--- src/rtl/sram_test_seq.sv ---
// Write/read pattern self-test sequencer driving an SRAM controller over a start/busy handshake.
// Define SRAM_TEST_INV_PASS_EN to add a second write/read pass using the inverted pattern.
module sram_test_seq #(
    parameter logic [18:0] LAST_ADDR = 19'h7FFFF,
    parameter logic [7:0]  SEED      = 8'hA5,
    parameter int unsigned TIMEOUT   = 16
) (
    input  logic        clk,
    input  logic        reset_n,
    input  logic        start,
    output logic        sram_start,
    output logic        sram_rw,
    output logic [18:0] sram_addr,
    output logic [7:0]  sram_wdata,
    input  logic [7:0]  sram_rdata,
    input  logic        sram_data_ready,
    input  logic        sram_busy,
    output logic        busy,
    output logic        done,
    output logic        pass,
    output logic        timeout_err,
    output logic [15:0] err_count,
    output logic [18:0] first_err_addr
);
    typedef enum logic [2:0] {
        IDLE     = 3'd0,
        WR_ISSUE = 3'd1,
        WR_WAIT  = 3'd2,
        RD_ISSUE = 3'd3,
        RD_WAIT  = 3'd4,
        CHECK    = 3'd5,
        DONE     = 3'd6
    } state_t;

    localparam logic [7:0] TMO_LAST = 8'(TIMEOUT - 1);

    state_t      state_q, state_d;
    logic [18:0] addr_q, addr_d;
    logic [7:0]  wdata_q, wdata_d;
    logic        rw_q, rw_d;
    logic        start_q, start_d;
    logic        busy_q, busy_d;
    logic        done_q, done_d;
    logic        pass_q, pass_d;
    logic        tmo_q, tmo_d;
    logic [15:0] err_q, err_d;
    logic [18:0] ferr_q, ferr_d;
    logic [7:0]  cnt_q, cnt_d;
    logic        seen_q, seen_d;
    logic        got_q, got_d;
    logic [7:0]  rdata_q, rdata_d;
`ifdef SRAM_TEST_INV_PASS_EN
    logic        inv_q, inv_d;
`endif

    logic        in_wait_s, op_done_s, op_tmo_s, last_s, accept_s, mismatch_s;
    logic [7:0]  rd_exp_s;

    function automatic logic [7:0] pattern(input logic [7:0] a);
        return a ^ SEED;
    endfunction

    // Handshake status: an operation completes once busy has been seen high and then drops.
    always_comb begin
        in_wait_s = (state_q == WR_WAIT) || (state_q == RD_WAIT);
        op_done_s = seen_q && !sram_busy;
        op_tmo_s  = !op_done_s && (cnt_q == TMO_LAST);
        last_s    = (addr_q == LAST_ADDR);
        accept_s  = start && ((state_q == IDLE) || (state_q == DONE));
`ifdef SRAM_TEST_INV_PASS_EN
        rd_exp_s  = inv_q ? ~pattern(addr_q[7:0]) : pattern(addr_q[7:0]);
`else
        rd_exp_s  = pattern(addr_q[7:0]);
`endif
        mismatch_s = !got_q || (rdata_q != rd_exp_s);
    end

    // Next-state logic.
    always_comb begin
        state_d = state_q;
        case (state_q)
            IDLE, DONE: state_d = start ? WR_ISSUE : state_q;
            WR_ISSUE:   state_d = WR_WAIT;
            WR_WAIT: begin
                if (op_done_s)     state_d = last_s ? RD_ISSUE : WR_ISSUE;
                else if (op_tmo_s) state_d = DONE;
                else               state_d = WR_WAIT;
            end
            RD_ISSUE:   state_d = RD_WAIT;
            RD_WAIT: begin
                if (op_done_s)     state_d = CHECK;
                else if (op_tmo_s) state_d = DONE;
                else               state_d = RD_WAIT;
            end
            CHECK: begin
`ifdef SRAM_TEST_INV_PASS_EN
                if (!last_s)     state_d = RD_ISSUE;
                else if (!inv_q) state_d = WR_ISSUE;
                else             state_d = DONE;
`else
                state_d = last_s ? DONE : RD_ISSUE;
`endif
            end
            default:    state_d = IDLE;
        endcase
    end

    // Datapath, result counters and registered output values.
    always_comb begin
        addr_d = addr_q;
        err_d  = err_q;
        ferr_d = ferr_q;
        tmo_d  = tmo_q;
`ifdef SRAM_TEST_INV_PASS_EN
        inv_d  = inv_q;
`endif
        if (accept_s) begin
            addr_d = 19'd0;
            err_d  = 16'd0;
            ferr_d = 19'd0;
            tmo_d  = 1'b0;
`ifdef SRAM_TEST_INV_PASS_EN
            inv_d  = 1'b0;
`endif
        end else begin
            case (state_q)
                WR_WAIT: begin
                    if (op_done_s)     addr_d = last_s ? 19'd0 : addr_q + 19'd1;
                    else if (op_tmo_s) tmo_d = 1'b1;
                    else               addr_d = addr_q;
                end
                RD_WAIT: begin
                    if (op_tmo_s) tmo_d = 1'b1;
                    else          tmo_d = tmo_q;
                end
                CHECK: begin
                    if (mismatch_s) begin
                        err_d  = (err_q == 16'hFFFF) ? err_q : err_q + 16'd1;
                        ferr_d = (err_q == 16'd0) ? addr_q : ferr_q;
                    end else begin
                        err_d  = err_q;
                    end
                    if (!last_s) begin
                        addr_d = addr_q + 19'd1;
                    end else begin
`ifdef SRAM_TEST_INV_PASS_EN
                        addr_d = 19'd0;
                        inv_d  = 1'b1;
`else
                        addr_d = addr_q;
`endif
                    end
                end
                default: addr_d = addr_q;
            endcase
        end

        cnt_d   = ((state_q == WR_ISSUE) || (state_q == RD_ISSUE)) ? 8'd0
                : (in_wait_s ? cnt_q + 8'd1 : cnt_q);
        seen_d  = ((state_q == WR_ISSUE) || (state_q == RD_ISSUE)) ? 1'b0
                : ((in_wait_s && sram_busy) ? 1'b1 : seen_q);
        got_d   = got_q;
        rdata_d = rdata_q;
        if (state_q == RD_ISSUE) begin
            got_d = 1'b0;
        end else if ((state_q == RD_WAIT) && sram_data_ready) begin
            got_d   = 1'b1;
            rdata_d = sram_rdata;
        end else begin
            got_d = got_q;
        end

        start_d = (state_d == WR_ISSUE) || (state_d == RD_ISSUE);
        rw_d    = (state_d == WR_ISSUE) ? 1'b0 : ((state_d == RD_ISSUE) ? 1'b1 : rw_q);
`ifdef SRAM_TEST_INV_PASS_EN
        wdata_d = (state_d != WR_ISSUE) ? wdata_q
                : (inv_d ? ~pattern(addr_d[7:0]) : pattern(addr_d[7:0]));
`else
        wdata_d = (state_d == WR_ISSUE) ? pattern(addr_d[7:0]) : wdata_q;
`endif
        busy_d  = (state_d != IDLE) && (state_d != DONE);
        done_d  = (state_d == DONE);
        pass_d  = (state_d == DONE) && (err_d == 16'd0) && !tmo_d;
    end

    // State and output registers.
    always_ff @(posedge clk or negedge reset_n) begin
        if (!reset_n) begin
            state_q <= IDLE;
            addr_q  <= 19'd0;
            wdata_q <= 8'd0;
            rw_q    <= 1'b1;
            start_q <= 1'b0;
            busy_q  <= 1'b0;
            done_q  <= 1'b0;
            pass_q  <= 1'b0;
            tmo_q   <= 1'b0;
            err_q   <= 16'd0;
            ferr_q  <= 19'd0;
            cnt_q   <= 8'd0;
            seen_q  <= 1'b0;
            got_q   <= 1'b0;
            rdata_q <= 8'd0;
`ifdef SRAM_TEST_INV_PASS_EN
            inv_q   <= 1'b0;
`endif
        end else begin
            state_q <= state_d;
            addr_q  <= addr_d;
            wdata_q <= wdata_d;
            rw_q    <= rw_d;
            start_q <= start_d;
            busy_q  <= busy_d;
            done_q  <= done_d;
            pass_q  <= pass_d;
            tmo_q   <= tmo_d;
            err_q   <= err_d;
            ferr_q  <= ferr_d;
            cnt_q   <= cnt_d;
            seen_q  <= seen_d;
            got_q   <= got_d;
            rdata_q <= rdata_d;
`ifdef SRAM_TEST_INV_PASS_EN
            inv_q   <= inv_d;
`endif
        end
    end

    assign sram_start     = start_q;
    assign sram_rw        = rw_q;
    assign sram_addr      = addr_q;
    assign sram_wdata     = wdata_q;
    assign busy           = busy_q;
    assign done           = done_q;
    assign pass           = pass_q;
    assign timeout_err    = tmo_q;
    assign err_count      = err_q;
    assign first_err_addr = ferr_q;
endmodule

--- config.mk ---
export PLATFORM = sky130hd
export DESIGN_NAME = sram_test_seq
export DESIGN_NICKNAME = d
export VERILOG_FILES = /design/src/rtl/sram_test_seq.sv
export SDC_FILE = /design/constraint.sdc
export NUM_CORES = 1
export LEC_CHECK = 0
export ABC_AREA = 0
export CAP_MARGIN = 10
export CELL_PAD_IN_SITES_DETAIL_PLACEMENT = 0
export CELL_PAD_IN_SITES_GLOBAL_PLACEMENT = 1
export CORE_MARGIN = 3
export CORE_UTILIZATION = 37
export DETAILED_ROUTE_END_ITERATION = 10
export PLACE_DENSITY = 0.8
export SYNTH_ARGS = -nofsm -noshare
export SYNTH_HDL_FRONTEND = slang
export SYNTH_SLANG_ARGS = --single-unit
--- constraint.sdc ---
create_clock -name clk -period 2.5 [get_ports clk]
set_clock_uncertainty 0.1 [all_clocks]
set_input_delay 0.5 -clock clk [delete_from_list [all_inputs] [get_ports clk]]
set_output_delay 0.5 -clock clk [all_outputs]
set_load 0.05 [all_outputs]
==> impl_metrics.tcl, run 1 <==
set metrics [dict create \
    globalRoute.totalOverflow 0 \
    post-route-period-util_pct 97.2 \
    seq_area_um2 2240 \
    yosysSeqAreaShare_pct 45.9 \
    biggest_cell_delay_along_the_critical_path_ps 800 \
    die_w_um 121 \
    cp_top_family "buffers and inverters" \
    post-route-drc-count 0 \
    synth-main-ff-cell "dfrtp_1" \
    drt_iter0_drc 399 \
    data_arrival_critical_path_ps 1830 \
    static-leakage-power_nw 3.06 \
    critical_path.max_fanout 4 \
    critical_path_cell_count 3 \
    syn_area_cell_um2 9.18 \
    clk_path_buf_depth 2 \
    port_buffers 80 \
    tritoncts "yes" \
    worstReg2RegEnd "pass$_DFF_PN0_" \
    die_area_um2 14500 \
    grt_start_max_net_pins 55 \
    clock_latency_on_the_worst_skew_pair_ps 360 \
    tightest_slew_ps 537 \
    final_layout_size_suffix_gt1_share_pct 23.3 \
    timing.final.setup_violations 0 \
    hpwl_um 11400 \
    die_h_um 121 \
    largest_area_contributor_in_the_netlist "dfrtp_1" \
    syn-num-nets 547 \
    post_synth_num_cell_types 72 \
    net_total_in_the_final_layout 694 \
    synth.most_common_cell "dfrtp_1" \
    share_of_the_synthesized_area_in_the_top_cell_type_pct 45.3 \
    synth_enable_flop_cells 0 \
    hold-worst-slack_ps -0.239 \
    unrepaired_setup_endpoints_after_global_routing "true" \
    worst_setup_path_end_kind "primary output" \
    cts.sink_count 89 \
    standard_cell_core_area_um2 12700 \
    n_fill_cell 1171 \
    count_of_maximum_capacitance_violations 0 \
    cts_max_level 3 \
    post_synth_inst_count 529 \
    wl_per_cell_um 17.9 \
    synth_async_sr_flop_share_pct 100 \
    n_antenna_cell 0 \
    io_pins 81 \
    violated_checks "hold timing" \
    outcome "finished with violations" \
    final_core_utilization_pct 53.7 \
    required_ps 1900 \
    grt_util_overall_pct 21.1 \
    series_of_cell_instances_along_the_critical_path "buf_4 > buf_4 > clkdlybuf4s50_1" \
    synth.top_cells.by_count "dfrtp_1 (88), nand2_1 (67), nor2_1 (45)" \
    drt-pass1-iter-count 5 \
    yosysWarnings 0 \
    timing.reg2reg.setup_slack_ps 110 \
    cp_slowest_cell "clkdlybuf4s50_1" \
    power.density_cell_area_nw_per_um2 869 \
    hold_path.class "input port to async pin" \
    maxSlewHeadroom_pct 63.9 \
    critical_path_class "flop to primary output" \
    timing.final.ws_setup_ps 70.8 \
    finalMaxSlewViolations 0 \
    endpoint "sram_addr[1]" \
    post_synth_instance_area_um2 4860 \
    post_layout_min_period_ps 2430 \
    cell_occurring_most_often_along_the_worst_timing_path "buf_4" \
    critical_path_buf_inv_count 3 \
    timing.reg2reg.worst_path_depth 8 \
    finalHoldViolations 1 \
    worstSetupStartpointType "flop" \
    top_achievable_clock_speed_mhz 412 \
    worst_r2r_startpoint "err_count[1]$_DFF_PN0_" \
    worst_setup_path_startpoint "sram_addr[1]$_DFF_PN0_" \
    cts.clk_slew.worst_paths_ps 70 \
    power.total_mw 5.94 \
    clock-root-buffer "clkbuf_16" \
    areaGrowthSynthToFinish_pct 40.7 \
    postSynthRegisterBits 89 \
    gp_congestion 0.939 \
    wl_um 15300 \
    grt_first_pass_wirelength_um 24000 \
    routed_via_density 5.49 \
    combined_area_of_the_multi_input_logic_cells_um2 2480 \
    number_of_vias_in_the_routed_layout 4684 \
    ant_nets 0 \
    vdd_drop_max_v 0.000523 \
    place_ws_ps -161 \
    start_util_pct 38.2 \
    clock_buffer_count_from_cts 9 \
    initial_antenna_violation_count 0 \
    num_rows 41 \
    post_synth_main_area_contributors "dfrtp_1 (45%), nand2_1 (5.2%), nand3_1 (3.6%), nor2_1 (3.5%), a21oi_1 (3.3%)" \
    number_of_global_route_vias_before_repair 4525 \
]
## per-layer routing
metal,track usage [%],wire length (um),vias up
li1,-,-,2212
met1,27.5,6550,2293
met2,34.2,7450,155
met3,5.05,964,24
met4,7.72,296,0
met5,0,0,-
## timing repair
item	CTS	global route
gates cloned	0	0
setup buffers	3	3
gates resized for setup	2	14
setup endpoints to repair	1	19
hold buffers	0	0
pin swaps	3	4
## worst min path at each step
stage	start	end	slack (ps)	depth (start not counted)
after CTS	reset_n	sram_addr[18]$_DFFE_PN0P_	10	1
final	reset_n	sram_addr[18]$_DFFE_PN0P_	-0.2	1
after detailed placement	sram_wdata[2]$_DFFE_PN0N_	sram_wdata[2]$_DFFE_PN0N_	380	2
after global placement	first_err_addr[9]$_DFFE_PN0P_	first_err_addr[9]$_DFFE_PN0P_	380	2
after global routing	reset_n	sram_addr[11]$_DFFE_PN0P_	40	1
after floorplan	reset_n	busy$_DFF_PN0_	100	0
## sequential cells by signal, indices dropped and copies added, names as in the netlist
register / cells
seen_q: 1
sram_addr: 19
sram_rw: 1
first_err_addr: 19
timeout_err: 1
got_q: 1
sram_start: 1
rdata_q: 8
sram_wdata: 8
err_count: 16
cnt_q: 8
pass: 1
done: 1
state_q: 3
busy: 1
## placed cells by master (no fill, tap or decap), drive strengths merged, types with 8 or more instances in the layout
cell type | netlist | layout
a21oi | 32 | 32
and3 | 12 | 12
buf | 18 | 92
clkbuf | 17 | 9
clkdlybuf4s50 | 0 | 79
dfrtp | 88 | 88
inv | 17 | 20
mux2 | 13 | 13
nand2 | 68 | 68
nand3 | 35 | 35
nand4 | 10 | 10
nor2 | 45 | 45
nor3 | 13 | 13
nor4 | 14 | 14
o21ai | 33 | 33
xnor2 | 17 | 17
xor2 | 8 | 8
## layout make-up
cell class	instances	share of cell area, %
well taps	172	3.15
repair buffers	171	22.2
inverters	17	0.933
clock buffers	9	3.29
clock inverters	7	1.26
flip-flops and latches	89	32.8
multi-input cells	388	36.3
## power by group
part	total (mW)	leakage [nW]	switching, mW	internal, mW
registers	1.88	1.18	0.190	1.69
clock network	1.44	0.150	0.646	0.796
logic	2.62	1.73	1.56	1.07
## cell families after synthesis
group           synth area share, %
simple gates                   23.6
compound gates                 16.3
flops                          45.9
buf+inv                        5.05
xor+xnor                       4.51
mux                            3.43
fa+ha+maj                      1.29
## stage by stage
stage / TNS, ps / instances / cell area [um^2]
after floorplan: -3.12 / 529 / 4890
after global placement: -64.0 / 831 / 6400
after detailed placement: -454 / 831 / 6400
after CTS: 0 / 850 / 6750
after global routing: -52.1 / 853 / 6840
final: 0 / 853 / 6840
## worst register-to-register path, delay by kind of cell (launching register included)
kind / cells / cell delay [ps]
simple gates: 4 / 1060
fa+ha+maj: 1 / 200
compound gates: 2 / 390
flops: 1 / 370
buf+inv: 1 / 190
Power figures use the tool's default switching activity.
==> run 2, diff against run 1 <==
--- a/config.mk
+++ b/config.mk
@@ -9,7 +9,6 @@
 export CAP_MARGIN = 10
 export CELL_PAD_IN_SITES_DETAIL_PLACEMENT = 0
 export CELL_PAD_IN_SITES_GLOBAL_PLACEMENT = 1
-export CORE_MARGIN = 3
 export CORE_UTILIZATION = 37
 export DETAILED_ROUTE_END_ITERATION = 10
 export PLACE_DENSITY = 0.8
==> impl_metrics.tcl, run 2 (synthesized netlist as in run 1, its figures left out) <==
set metrics [dict create \
    count_of_maximum_capacitance_violations 0 \
    worstSetupStartpointType "flop" \
    finalHoldViolations 0 \
    cts.clk_slew.worst_paths_ps 70 \
    timing.final.ws_setup_ps 36.0 \
    grt.busiest_layer "met2" \
    p_switching_mw 2.43 \
    p_seq_share_pct 31.5 \
    tritoncts "yes" \
    grt_util_overall_pct 23.5 \
    net_total_in_the_final_layout 704 \
    areaGrowthSynthToFinish_pct 43.6 \
    initial_antenna_violation_count 0 \
    post-route-period-util_pct 98.6 \
    critical_path_class "flop to flop" \
    vdd_drop_max_v 0.000400 \
    maxSlewHeadroom_pct 64.9 \
    n_antenna_cell 0 \
    power.density_cell_area_nw_per_um2 849 \
    required_ps 2660 \
    critical_path.max_fanout 3 \
    timing.hold.worst_path_depth 2 \
    worst_r2r_startpoint "sram_addr[1]$_DFF_PN0_" \
    combPwrFrac_pct 45.4 \
    globalRoute.totalOverflow 0 \
    hold-worst-slack_ps 392 \
    power.internal_mw 3.49 \
    power.total_mw 5.92 \
    ant_nets 0 \
    post-route-drc-count 0 \
    timing.reg2reg.setup_slack_ps 40 \
    final_cell_mix "buf_4 (95), clkdlybuf4s50_1 (79), dfrtp_1 (75)" \
    start_util_pct 38.2 \
    layout_commonest_cell "buf_4" \
    grt_util_met1_pct 29.0 \
    globalRouteMet2Util_pct 39.9 \
    io_pins 81 \
    wl_per_cell_um 17.3 \
    worst_hold_startpoint "sram_wdata[5]$_DFFE_PN0N_" \
    finalMaxSlewViolations 0 \
    cts_max_level 3 \
    hold-path-endpoint "sram_wdata[5]$_DFFE_PN0N_" \
    drt_iter0_drc 333 \
    grt_first_pass_wirelength_um 24000 \
    n_fill_cell 1186 \
    place_ws_ps -105 \
    placed_cell_area_um2 6390 \
    number_of_vias_in_the_routed_layout 4713 \
    port_buffers 80 \
    clock_buffer_count_from_cts 9 \
    power.switching_fraction_pct 41.1 \
    die_h_um 117 \
    stdcell_area_um2 6980 \
    timing.final.setup_violations 0 \
    hpwl_um 10900 \
    worstReg2RegEnd "pass$_DFF_PN0_" \
    routed_via_density 5.46 \
    hold_path.class "flop to flop" \
    final_layout_size_suffix_gt1_share_pct 25.6 \
    post_layout_min_period_ps 2460 \
    clock_latency_on_the_worst_skew_pair_ps 360 \
    clk_path_buf_depth 2 \
    die_w_um 117 \
    outcome "completed" \
    tns_ps 0 \
    met3_usage_pct 6.07 \
    num_rows 41 \
    data_arrival_critical_path_ps 2620 \
    clock_power_share_pct 23.1 \
    timing.reg2reg.worst_path_depth 11 \
    wl_um 15000 \
    drt-pass1-iter-count 5 \
    tightest_slew_ps 525 \
    standard_cell_core_area_um2 12700 \
    top_achievable_clock_speed_mhz 406 \
    gp_congestion 0.927 \
    unrepaired_setup_endpoints_after_global_routing "true" \
    die_area_um2 13600 \
    grt_start_max_net_pins 60 \
    worst_setup_path_end_kind "flop" \
    clock-root-buffer "clkbuf_16" \
    number_of_global_route_vias_before_repair 4630 \
    cts.sink_count 89 \
    static-leakage-power_nw 3.14 \
]
-- run 2: cell types whose count changed in the layout (fill, tap and decap cells not counted), moves of 2 or more --
| cell | before | now |
|---|---|---|
| buf_4 | 89 | 95 |
| buf_6 | 0 | 4 |
| mux2_4 | 0 | 2 |
| xnor2_1 | 17 | 15 |
| xnor2_2 | 0 | 2 |
-- run 2: stage by stage --
step           util (%)  cells
6_report           54.8    863
2_1_floorplan         -    529
5_1_grt            54.8    863
4_1_cts            52.8    849
3_5_place_dp       50.3    832
3_3_place_gp       50.3    832
-- run 2: worst max-delay path, cell delays in order (launching register included) --
cell and delay (ps):
dfrtp_2 410, buf_6 120, ha_4 140, nand2_4 50, nor4_4 410, buf_4 190, and3_4 190, a41oi_2 130
buf_4 190, nor3_4 110, o2111ai_1 120, nor4_1 200
-- run 2: worst max-delay path by stage --
| stage | from | end |
|---|---|---|
| floorplan | sram_addr[0]$_DFF_PN0_ | sram_wdata[6]$_DFFE_PN0N_ |
| global placement | sram_busy | sram_wdata[2]$_DFFE_PN0N_ |
| detailed placement | sram_addr[6]$_DFF_PN0_ | pass$_DFF_PN0_ |
| CTS | sram_addr[1]$_DFF_PN0_ | pass$_DFF_PN0_ |
| global route | state_q[1]$_DFF_PN0_ | pass$_DFF_PN0_ |
| finish | sram_addr[1]$_DFF_PN0_ | pass$_DFF_PN0_ |
-- run 2: final cells by class --
type                    instances  area [um^2]  area share, %
multi-input cells             388         2560           36.7
flip-flops and latches         89         2240           32.2
repair buffers                181         1600           22.9
clock buffers                   9          225           3.23
well taps                     172          215           3.09
clock inverters                 7         67.6          0.969
inverters                      17         63.8          0.915
-- run 2: power groups by stage --
| stage | clock, mW | sequential, mW | combinational, mW |
|---|---|---|---|
| 3_3_place_gp | 0 | 1.87 | 2.46 |
| 5_1_grt | 1.45 | 1.90 | 2.93 |
| 2_1_floorplan | 0 | 2.21 | 1.20 |
| 4_1_cts | 1.40 | 1.85 | 2.53 |
| 3_5_place_dp | 0 | 1.88 | 2.51 |
| 6_report | 1.37 | 1.87 | 2.69 |
-- run 2: timing repair --
action                                 4_1_cts  5_1_grt
setup endpoints to repair                    6       30
endpoints found under the hold margin       30        0
resized for setup                            3       29
setup buffers                                0       15
hold buffers                                 1        0
pin swaps                                    0       22
-- run 2: per-layer routing --
| metal | up-vias | routed length, um |
|---|---|---|
| met5 | - | 0 |
| met4 | 0 | 248 |
| met3 | 19 | 920 |
| met2 | 152 | 7520 |
| met1 | 2311 | 6260 |
| li1 | 2231 | - |
